`src/rtl/mult_job_initiator.sv`:
```
// Requesting side of the startMult/endMult handshake: latches one operand job, runs the
// multiplier, then streams the captured result row-major. Optional watchdog: MULT_TIMEOUT_EN.
module mult_job_initiator #(
  parameter int unsigned WIDTH   = 16,
  parameter int unsigned nos     = 4,
  parameter int unsigned TIMEOUT = 1024
) (
  input  logic                         clk,
  input  logic                         rst,
  input  logic                         job_valid,
  output logic                         job_ready,
  input  logic [nos*nos*WIDTH-1:0]     job_A,
  input  logic [nos*nos*WIDTH-1:0]     job_B,
  input  logic [nos*nos*WIDTH-1:0]     job_C,
  output logic [nos*nos*WIDTH-1:0]     A,
  output logic [nos*nos*WIDTH-1:0]     B,
  output logic [nos*nos*WIDTH-1:0]     C,
  output logic                         startMult,
  input  logic                         endMult,
  input  logic [nos*nos*WIDTH-1:0]     Res,
  output logic                         out_valid,
  input  logic                         out_ready,
  output logic [WIDTH-1:0]             out_data,
  output logic [$clog2(nos)-1:0]       out_row,
  output logic [$clog2(nos)-1:0]       out_col,
  output logic                         out_last,
  output logic                         busy,
  output logic                         err
);

  localparam int unsigned IW = $clog2(nos);
  localparam logic [IW-1:0] LAST_IDX = IW'(nos - 1);

  typedef enum logic [1:0] {IDLE, START, WAIT, DRAIN} state_t;

  state_t            state_q, state_d;
  logic              start_d, valid_d, last_d, ready_d, busy_d;
  logic [IW-1:0]     row_d, col_d;
  logic [WIDTH-1:0]  data_d;
  logic              accept, capture;

  logic [WIDTH-1:0]  res_mat [nos][nos];
  logic [WIDTH-1:0]  res_buf [nos][nos];

`ifdef MULT_TIMEOUT_EN
  localparam int unsigned CW = $clog2(TIMEOUT + 1);
  logic [CW-1:0]     cnt_q, cnt_d;
  logic              err_d;
`endif

  // View the flat result bus as a row-major matrix
  for (genvar gi = 0; gi < nos; gi++) begin : g_row
    for (genvar gj = 0; gj < nos; gj++) begin : g_col
      assign res_mat[gi][gj] = Res[(gi*nos + gj)*WIDTH +: WIDTH];
    end
  end

  // Next-state and next-output logic
  always_comb begin
    state_d = state_q;
    start_d = startMult;
    valid_d = out_valid;
    last_d  = out_last;
    ready_d = job_ready;
    busy_d  = busy;
    row_d   = out_row;
    col_d   = out_col;
    data_d  = out_data;
    accept  = 1'b0;
    capture = 1'b0;
`ifdef MULT_TIMEOUT_EN
    cnt_d   = cnt_q;
    err_d   = err;
`endif
    case (state_q)
      IDLE: begin
        if (job_valid && job_ready) begin
          accept  = 1'b1;
          state_d = START;
          ready_d = 1'b0;
          busy_d  = 1'b1;
`ifdef MULT_TIMEOUT_EN
          err_d   = 1'b0;
`endif
        end
      end
      START: begin
        // endMult is deliberately not looked at here
        start_d = 1'b1;
        state_d = WAIT;
`ifdef MULT_TIMEOUT_EN
        cnt_d   = '0;
`endif
      end
      WAIT: begin
        if (endMult) begin
          capture = 1'b1;
          start_d = 1'b0;
          valid_d = 1'b1;
          row_d   = '0;
          col_d   = '0;
          data_d  = res_mat[0][0];
          last_d  = (nos == 1);
          state_d = DRAIN;
        end
`ifdef MULT_TIMEOUT_EN
        else if (cnt_q == CW'(TIMEOUT - 1)) begin
          start_d = 1'b0;
          err_d   = 1'b1;
          ready_d = 1'b1;
          busy_d  = 1'b0;
          state_d = IDLE;
        end else begin
          cnt_d = cnt_q + CW'(1);
        end
`endif
      end
      DRAIN: begin
        if (out_ready) begin
          if (out_last) begin
            valid_d = 1'b0;
            last_d  = 1'b0;
            ready_d = 1'b1;
            busy_d  = 1'b0;
            state_d = IDLE;
          end else begin
            if (out_col == LAST_IDX) begin
              col_d = '0;
              row_d = out_row + IW'(1);
            end else begin
              col_d = out_col + IW'(1);
            end
            data_d = res_buf[row_d][col_d];
            last_d = (row_d == LAST_IDX) && (col_d == LAST_IDX);
          end
        end
      end
      default: state_d = IDLE;
    endcase
  end

  // State and output registers
  always_ff @(posedge clk) begin
    if (rst) begin
      state_q   <= IDLE;
      startMult <= 1'b0;
      out_valid <= 1'b0;
      out_last  <= 1'b0;
      job_ready <= 1'b1;
      busy      <= 1'b0;
      out_row   <= '0;
      out_col   <= '0;
      out_data  <= '0;
    end else begin
      state_q   <= state_d;
      startMult <= start_d;
      out_valid <= valid_d;
      out_last  <= last_d;
      job_ready <= ready_d;
      busy      <= busy_d;
      out_row   <= row_d;
      out_col   <= col_d;
      out_data  <= data_d;
    end
  end

  // Operand and result storage; operands change only on job acceptance
  always_ff @(posedge clk) begin
    if (rst) begin
      A       <= '0;
      B       <= '0;
      C       <= '0;
      res_buf <= '{default: '0};
    end else begin
      if (accept) begin
        A <= job_A;
        B <= job_B;
        C <= job_C;
      end
      if (capture) res_buf <= res_mat;
    end
  end

`ifdef MULT_TIMEOUT_EN
  // Watchdog counter and sticky error flag
  always_ff @(posedge clk) begin
    if (rst) begin
      cnt_q <= '0;
      err   <= 1'b0;
    end else begin
      cnt_q <= cnt_d;
      err   <= err_d;
    end
  end
`else
  // Without the watchdog the error flag can never fire
  localparam bit NO_TIMEOUT = (TIMEOUT == 0);
  assign err = NO_TIMEOUT & 1'b0;
`endif

endmodule

```
`config.mk`:
```
export PLATFORM = sky130hd
export DESIGN_NAME = mult_job_initiator
export DESIGN_NICKNAME = d
export VERILOG_FILES = /design/src/rtl/mult_job_initiator.sv
export SDC_FILE = /design/constraint.sdc
export NUM_CORES = 2
export LEC_CHECK = 0
export ABC_CLOCK_PERIOD_IN_PS = 2450
export CELL_PAD_IN_SITES_DETAIL_PLACEMENT = 1
export CELL_PAD_IN_SITES_GLOBAL_PLACEMENT = 2
export CORE_AREA = 2 2 712 714
export DETAILED_ROUTE_END_ITERATION = 12
export DIE_AREA = 0 0 714 716
export PLACE_DENSITY_LB_ADDON = 0.15
export REMOVE_ABC_BUFFERS = 1
export SYNTH_ARGS = -nofsm -noshare
export SYNTH_HDL_FRONTEND = slang
export SYNTH_SLANG_ARGS = --single-unit
export TNS_END_PERCENT = 100
```
`constraint.sdc`:
```
create_clock -name clk -period 2.45 [get_ports clk]
set_input_delay 0.49 -clock clk [delete_from_list [all_inputs] [get_ports clk]]
set_output_delay 0.49 -clock clk [all_outputs]
set_load 0.01 [all_outputs]
```
==> impl_results.md <==
- Outcome: finished, final reports clean
- Final wirelength: 360 mm
- Seq/Total Area, Yosys: 0.551
- Number of max-slew violations in the final report: 0
- Crit path DAT: 1910 ps
- Fmax: 417 MHz
- RSZ-0062 raised after global routing: no
- Final Wtd Congestion: 0.788
- Commonest non-fill, non-tap cells in the layout: nand2_1, clkdlybuf4s50_1, a21oi_1
- Worst-Margin Slew: 787 ps
- DR pass1 iterations: 5
- Leakage Power: 25.7 nW
- H-tree Lvls: 4
- Largest cells by area after synthesis: dfxtp_1, nand2_1, a21oi_1, clkbuf_1, mux2i_1
- Final instance area: 70,900 um2
- Total GRT Usage: 0.135
- Worst setup SP type: flip-flop
- Drt via density: 3.13
- Ports: 1,823
- Initial core utilization: 0.0758
- Die width: 714 um
- Die height: 716 um
- Total core area: 504,000 um2
- Post-route ant nets: 0
- Worst-Skew Late Latency: 860 ps
- Commonest non-fill, non-tap cell in the layout: nand2_1
- Number of port buffers: 1,821
- Vias in the first global route: 44,459
- Peak supply drop: 0.483 mV
- Headroom to the max-slew limit: 0.475
- Delay-heaviest family, CP: buffers and inverters
- Pin count of the biggest net entering global routing: 126
- Remaining DRCs: 0
- Fin crit period: 2400 ps
- CP cell instances: dlygate4sd2_1
- Tcrit/Tclk final: 0.978
- Area grow syn2layout: 85.7%
- Post-synth top area cell: dfxtp_1
- Crit path kind: reg2out
- Post-Syn Area: 38,200 um2
- CP endpoint kind: output port
- Worst-path clk slew: 50 ps
- Via count: 42,378
- CTS buffer count: 169
- GR Overflow Total: 0
- Pwr/cell area: 983 nW/um2
- HPWL after DPL: 297 mm
- Placed instance area: 65,900 um2
- CTS tree: yes
- Fin Clk Skew: 43.2 ps
- Worst path max stage delay: 680 ps
- Worst min path class: in2reg
- Avg Synthesized Cell Area: 7.89 um2
- First-pass GRT wire length: 460 mm
- Netlist cell types: 41
- Initial antenna violation count: 288
- Clk buf depth: 4
- Row cnt: 261
- Final core occ: 0.141
- Clock Sinks: 1,051
- Synth top area share: 0.551
- Post-CTS setup buffers: 0
- 1st-iter DRT viols: 1,579
- Req. time, crit path: 1960 ps
- Layout Nets: 7,715
- Worst Path Buf+Inv: 1
- Cells after Synth: 4,838
- Final Hold Vio Count: 0
- Final-report setup violation count: 0
- Die area: 511,000 um2
- Crit path max fanout: 2
- Wirelength per Cell: 26.6 um
- CP max-delay cell: dlygate4sd2_1
- Yosys warns: 0
- Count of max-cap constraint violations: 0
- Clock root buffer master: clkbuf_16
- #FFs+latches synth: 1,051
- Share of cells above drive strength 1: 0.0802
## path summary, 6_finish.rpt
path / start / end / slack [ps] / cells past startpoint
setup / recovery: A[95] / A[95] / 50 / 1
setup reg to reg: out_col[1] / out_data[13] / 110 / 6
hold reg to reg: C[77] / C[77] / 450 / 2
hold / removal: job_C[202] / C[202] / 150 / 3
## stage by stage
step	instances	hold WS, ps	total power, W	worst slack [ps]	setup TNS [ps]
global route	13513	69.8	0.0743	1.59	0
finish	13524	151	0.0697	52.8	0
global placement	13214	439	0.0475	-88.4	-1010
floorplan	4458	427	0.0238	-14860	-
CTS	13503	8.04	0.0722	0.486	0
detailed placement	13214	447	0.0475	-50.9	-584
## cells by family after synthesis
logic type               Yosys count  share of synthesized area
AO/OA/AOI/OAI                   1148                      0.155
adder cells (fa/ha/maj)            6                    0.00197
buffers and inverters            386                     0.0410
flip-flops                      1051                      0.551
AND/OR/NAND/NOR                 2126                      0.214
XOR/XNOR                           1                   0.000722
multiplexers                     119                     0.0363
other                              1                  0.0000983
## final cells by class
| type | count | area, um2 |
|---|---|---|
| repair buffers | 2051 | 20400 |
| well taps | 6706 | 8390 |
| diodes | 21 | 52.6 |
| fillers | 59368 | 433000 |
| inverters | 6 | 22.5 |
| clock buffers | 250 | 4850 |
| flip-flops and latches | 1051 | 21100 |
| multi-input cells | 3401 | 15600 |
| clock inverters | 38 | 414 |
## sequential cells by signal (all words and copies together) (netlist names), 2 cells and up
signal and count:
A 256, B 256, C 256, res_buf 256, out_data 16, out_col 2, out_row 2, state_q 2
## what timing repair did
action                                  4_1_cts  5_1_grt
resized for setup                           418       15
cloned                                        0        0
endpoints found under the hold margin        14        0
endpoints found under the setup margin      395       14
hold buffers                                  1        0
## cells in the mapped netlist
cell / number
nand3b_1: 2
or4b_1: 1
a21o_1: 1
o21ai_1: 17
mux2_2: 4
mux2i_1: 100
buf_6: 3
buf_1: 28
nor2b_1: 4
o22ai_1: 45
and2_1: 3
or4_1: 1
nand2_1: 2054
nand2b_1: 5
a21oi_1: 1051
nor3_1: 22
a211oi_1: 4
conb_1: 1
o21ai_0: 7
a21oi_2: 1
buf_2: 60
o21a_1: 1
mux4_2: 15
buf_4: 5
or3b_2: 1
clkbuf_1: 284
a2bb2oi_1: 15
a21boi_0: 1
nor2_1: 9
o211ai_1: 1
inv_1: 6
o311ai_2: 2
dfxtp_1: 1051
and3_1: 1
ha_1: 6
a21bo_2: 1
nand3_1: 5
o31ai_1: 1
xnor2_4: 1
nor3b_1: 16
nor2b_4: 2
## power by group
group	leakage [nW]	internal (W)	switching, W
Combinational	14.6	0.00912	0.0142
Sequential	8.58	0.0203	0.00189
Clock	2.58	0.0141	0.0101
Total	25.7	0.0435	0.0262
## layer usage
layer,track usage,vias to the layer above,share of wire
met5,0,-,0.00080
met4,0.0267,46,0.027
met3,0.0546,720,0.087
met2,0.250,1627,0.51
met1,0.143,20477,0.37
li1,-,19508,-
Note: power is estimated with default switching activity, not from simulation.
